## config.mk

```make
export PLATFORM = sky130hd
export DESIGN_NAME = gpr_writeback
export DESIGN_NICKNAME = d
export VERILOG_FILES = /design/src/rtl/gpr_writeback.sv
export SDC_FILE = /design/constraint.sdc
export NUM_CORES = 1
export LEC_CHECK = 0
export ABC_CLOCK_PERIOD_IN_PS = 7800
export CAP_MARGIN = 20
export CORE_MARGIN = 2
export CORE_UTILIZATION = 42
export DETAILED_ROUTE_END_ITERATION = 12
export PLACE_DENSITY_LB_ADDON = 0.05
export SLEW_MARGIN = 20
export SYNTH_ARGS = -nofsm -noshare
export SYNTH_HDL_FRONTEND = slang
export SYNTH_SLANG_ARGS = --single-unit
```

## constraint.sdc

```tcl
create_clock -name clk -period 7.8 [get_ports clk]
set_input_delay 1.95 -clock clk [delete_from_list [all_inputs] [get_ports clk]]
set_output_delay 1.95 -clock clk [all_outputs]
set_load 0.02 [all_outputs]
```

## src/rtl/gpr_writeback.sv

```systemverilog
// GPR write-port merger: ALU results win the port, long results queue in a FIFO.
// Optional GPR_WB_BYPASS_EN: an accepted long result skips an empty FIFO when the port is free.
module gpr_writeback #(
  parameter  int DEPTH = 4,
  parameter  int DW    = 32,
  parameter  int AW    = 5,
  localparam int PW    = $clog2(DEPTH),
  localparam int CW    = PW + 1
) (
  input  logic              clk,
  input  logic              rst,
  input  logic              alu_we,
  input  logic [AW-1:0]     alu_rd,
  input  logic [DW-1:0]     alu_data,
  input  logic              lng_valid,
  output logic              lng_ready,
  input  logic [AW-1:0]     lng_rd,
  input  logic [DW-1:0]     lng_data,
  output logic              Sw,
  output logic [AW-1:0]     Sc,
  output logic [DW-1:0]     Sin,
  output logic [2**AW-1:0]  busy,
  output logic [CW-1:0]     count
);

  logic [AW-1:0]    rd_q   [DEPTH];
  logic [DW-1:0]    data_q [DEPTH];
  logic [DEPTH-1:0] live_q;
  logic [PW-1:0]    wr_ptr;
  logic [PW-1:0]    rd_ptr;
  logic [CW-1:0]    cnt;

  logic alu_w;
  logic full;
  logic empty;
  logic head_live;
  logic accept;
  logic lng_nz;
  logic byp;
  logic push;
  logic pop;
  logic drain;

  assign alu_w     = alu_we && (alu_rd != '0);
  assign full      = (cnt == CW'(DEPTH));
  assign empty     = (cnt == '0);
  assign head_live = !empty && live_q[rd_ptr];
  assign lng_ready = !full && !rst;
  assign accept    = lng_valid && lng_ready;
  assign lng_nz    = (lng_rd != '0);

`ifdef GPR_WB_BYPASS_EN
  assign byp = accept && lng_nz && empty && !alu_w;
`else
  assign byp = 1'b0;
`endif

  assign push  = accept && lng_nz && !byp;
  assign drain = head_live && !alu_w;
  // A dead head leaves without using the port, even under an ALU write.
  assign pop   = !empty && (!head_live || !alu_w);

  always_comb begin
    Sw  = 1'b0;
    Sc  = '0;
    Sin = '0;
    if (!rst) begin
      unique case (1'b1)
        alu_w: begin
          Sw  = 1'b1;
          Sc  = alu_rd;
          Sin = alu_data;
        end
        drain: begin
          Sw  = 1'b1;
          Sc  = rd_q[rd_ptr];
          Sin = data_q[rd_ptr];
        end
        byp: begin
          Sw  = 1'b1;
          Sc  = lng_rd;
          Sin = lng_data;
        end
        default: ;
      endcase
    end
  end

  always_ff @(posedge clk) begin
    if (rst) begin
      wr_ptr <= '0;
      rd_ptr <= '0;
      cnt    <= '0;
      live_q <= '0;
    end else begin
      // Older queued results to the same register are superseded.
      for (int i = 0; i < DEPTH; i++) begin
        if (alu_w && (rd_q[i] == alu_rd)) live_q[i] <= 1'b0;
      end
      if (pop) begin
        live_q[rd_ptr] <= 1'b0;
        rd_ptr         <= rd_ptr + PW'(1);
      end
      if (push) begin
        live_q[wr_ptr] <= 1'b1;
        wr_ptr         <= wr_ptr + PW'(1);
      end
      cnt <= cnt + CW'(push) - CW'(pop);
    end
  end

  always_ff @(posedge clk) begin
    if (push) begin
      rd_q[wr_ptr]   <= lng_rd;
      data_q[wr_ptr] <= lng_data;
    end
  end

  always_comb begin
    busy = '0;
    for (int i = 0; i < DEPTH; i++) begin
      if (live_q[i]) busy[rd_q[i]] = 1'b1;
    end
    busy[0] = 1'b0;
    if (rst) busy = '0;
  end

  assign count = rst ? '0 : cnt;

endmodule

```

==> qor.yml <==
gp_congestion: 0.890
ctsRootBufferMaster: "clkbuf_16"
synth_area_um2: 8010
maxCapViolCount: 0
grt_antenna_before_repair: 0
synth_area_leaders: "edfxtp_1, mux4_2, a22oi_1, nor2_1, dfxtp_1"
timing.fmax_mhz: 150
fin_crit_sh_pct: 85.3
grt_pass1_vias: 5694
nets: 812
syn-num-nets: 692
power.density_nw_per_um2: 252
port_buffers: 150
skew_ns: 0.00858
initial_core_util_pct: 42.8
arrival_ns: 4.71
pre_cts_ws_ns: 1.12
diodes: 0
cts_buffers: 17
finalHoldViolCount: 0
clkLatencyLatePin_ns: 0.43
min_path_type: "reg -> reg"
synth_common_cells: "edfxtp_1, nor2_1, a22oi_1, clkbuf_1, mux4_2"
cts.path.max_buffers: 2
clkTransAtPathRegs_ns: 0.07
rows: 50
fill_cells: 1517
yosysWarningCount: 0
via_per_inst: 5.91
grt_pass1_wl_um: 33500
synth_cells: 603
synth_ff_type: "edfxtp_1"
first_pass_iters: 5
die_area_um2: 20200
multi_input_area_um2: 3040
wire_per_inst_um: 22.7
setup_slack_ns: 1.14
ys_seq_area_share_pct: 58.7
cp-endpoint: "Sc[2]"
yosysMostFrequentCell: "edfxtp_1"
drc_errors: 0
end_kind: "primary output"
num_vias: 5737
finalPower_w: 0.00258
antenna_left: 0
synth_edf_count: 148
synth_area_per_cell_um2: 13.3
area_growth_pct: 28.0
hold_slack_ns: 0.560
vdd_ir_drop_max_uv: 154
async_flop_share_pct: 0
coreArea_um2: 18700
clkSinkCount: 161
ys_seq_elements: 161
post-dp-hpwl_um: 14400
synth_cell_type_count: 42
grt_start_max_net_pins: 54
worst_slew_pin_slew_ns: 1.08
status: "complete, no violations"
slew_headroom_pct: 28.1
final-setup-viol-count: 0
finalMaxSlewViolations: 0
die_y_um: 142
drive_gt1_share_pct: 12.4
leakage_nw: 3.21
fin_tns_setup_ns: 0
start_kind: "primary input"
yosys.area.top_type: "edfxtp_1"
ff2ff_setup_slack_ns: 5.12
cts_max_level: 4
grt.total_usage_pct: 22.4
crit_start: "alu_rd[4]"
cp.required_ns: 5.85
path_class: "in -> out"
ios: 152
gr-total-overflow: 0
reg2reg_to: "cnt[2]$_SDFF_PP0_"
cts_tree: "yes"
synth_top_area_share_pct: 55.5
path_max_fanout: 37
post-route-min-period_ns: 6.66
die_x_um: 142
cts_setup_buffers: 0
rsz0062_at_grt: "false"
cts_resized: 0
drt_iter0_drc: 426
seq_area_um2: 4710
drt-total-wl_um: 22000
cts_hold_buf: 0
r2r-start: "cnt[2]$_SDFF_PP0_"
r2r_cells: 10
==> layout by cell type (no fill, tap or decap), types with 14 or more instances in the layout <==
cell             instances
clkdlybuf4s50_1        149
edfxtp_1               148
nor2_1                  72
a22oi_1                 67
mux4_2                  38
nand2_1                 21
a21oi_1                 19
clkbuf_16               17
nor3b_1                 16
o22ai_1                 15
a221oi_1                15
xnor2_1                 15
nand3b_1                14
==> logic make-up (layout without fill, tap and decap cells) <==
family          Yosys count  count (layout)  share of synthesized area, %
flops                   161             161                          58.7
compound gates          132             132                          12.0
buf+inv                  69             202                          3.53
fa+ha+maj                11              11                          1.81
xor+xnor                 23              23                          2.51
mux                      38              38                          10.7
simple gates            168             168                          10.7
other cells               1               1                        0.0468
==> flip-flops by register name (all words and copies together), names as in the netlist, named ones only <==
register,count
data_q,128
rd_q,20
live_q,4
cnt,3
rd_ptr,2
wr_ptr,2
==> report_power, final <==
group / internal, W / leakage [nW] / switching [W] / total, W
clock: 0.000468 / 0.308 / 0.000392 / 0.000861
sequential: 0.00100 / 1.45 / 0.0000631 / 0.00107
combinational: 0.000321 / 1.46 / 0.000331 / 0.000652
total: 0.00179 / 3.21 / 0.000787 / 0.00258
==> final cells by class <==
class / instances / share of cell area (%)
inverters: 17 / 0.622
repair buffers: 153 / 14.8
flip-flops and latches: 161 / 45.9
clock inverters: 15 / 2.00
multi-input cells: 373 / 29.7
clock buffers: 17 / 4.15
well taps: 234 / 2.86
==> stage by stage <==
stage	instance area [um^2]	std cells	util (%)
5_1_grt	10300	970	54.8
3_5_place_dp	9610	938	51.4
2_1_floorplan	8010	603	-
3_3_place_gp	9610	938	51.4
4_1_cts	10200	970	54.8
6_report	10300	970	54.8
==> worst max-delay path, cell delays in order <==
cell	delay, ns
clkdlybuf4s50_1	0.68
o21ai_0	0.27
and4_2	0.84
a22oi_1	0.16
nor2_1	0.15
clkdlybuf4s50_1	0.64
==> per-layer routing <==
layer  vias to the layer above  GRT usage, %  routed length, um
li1                       2615             -                  -
met1                      2839          30.2               9560
met2                       244          36.6              10600
met3                        39          4.41               1300
met4                         0          7.63                604
met5                         -             0                  0
==> worst min path at each step <==
stage | end | slack [ns] | startpoint | depth (start not counted)
floorplan | live_q[1]$_SDFF_PP0_ | 0.50 | live_q[1]$_SDFF_PP0_ | 2
global placement | wr_ptr[1]$_SDFFE_PP0P_ | 0.53 | wr_ptr[1]$_SDFFE_PP0P_ | 2
detailed placement | wr_ptr[1]$_SDFFE_PP0P_ | 0.55 | wr_ptr[1]$_SDFFE_PP0P_ | 2
CTS | wr_ptr[1]$_SDFFE_PP0P_ | 0.57 | wr_ptr[1]$_SDFFE_PP0P_ | 2
global route | wr_ptr[1]$_SDFFE_PP0P_ | 0.59 | wr_ptr[1]$_SDFFE_PP0P_ | 2
finish | wr_ptr[1]$_SDFFE_PP0P_ | 0.56 | wr_ptr[1]$_SDFFE_PP0P_ | 2
(Power assumes the default switching activity.)
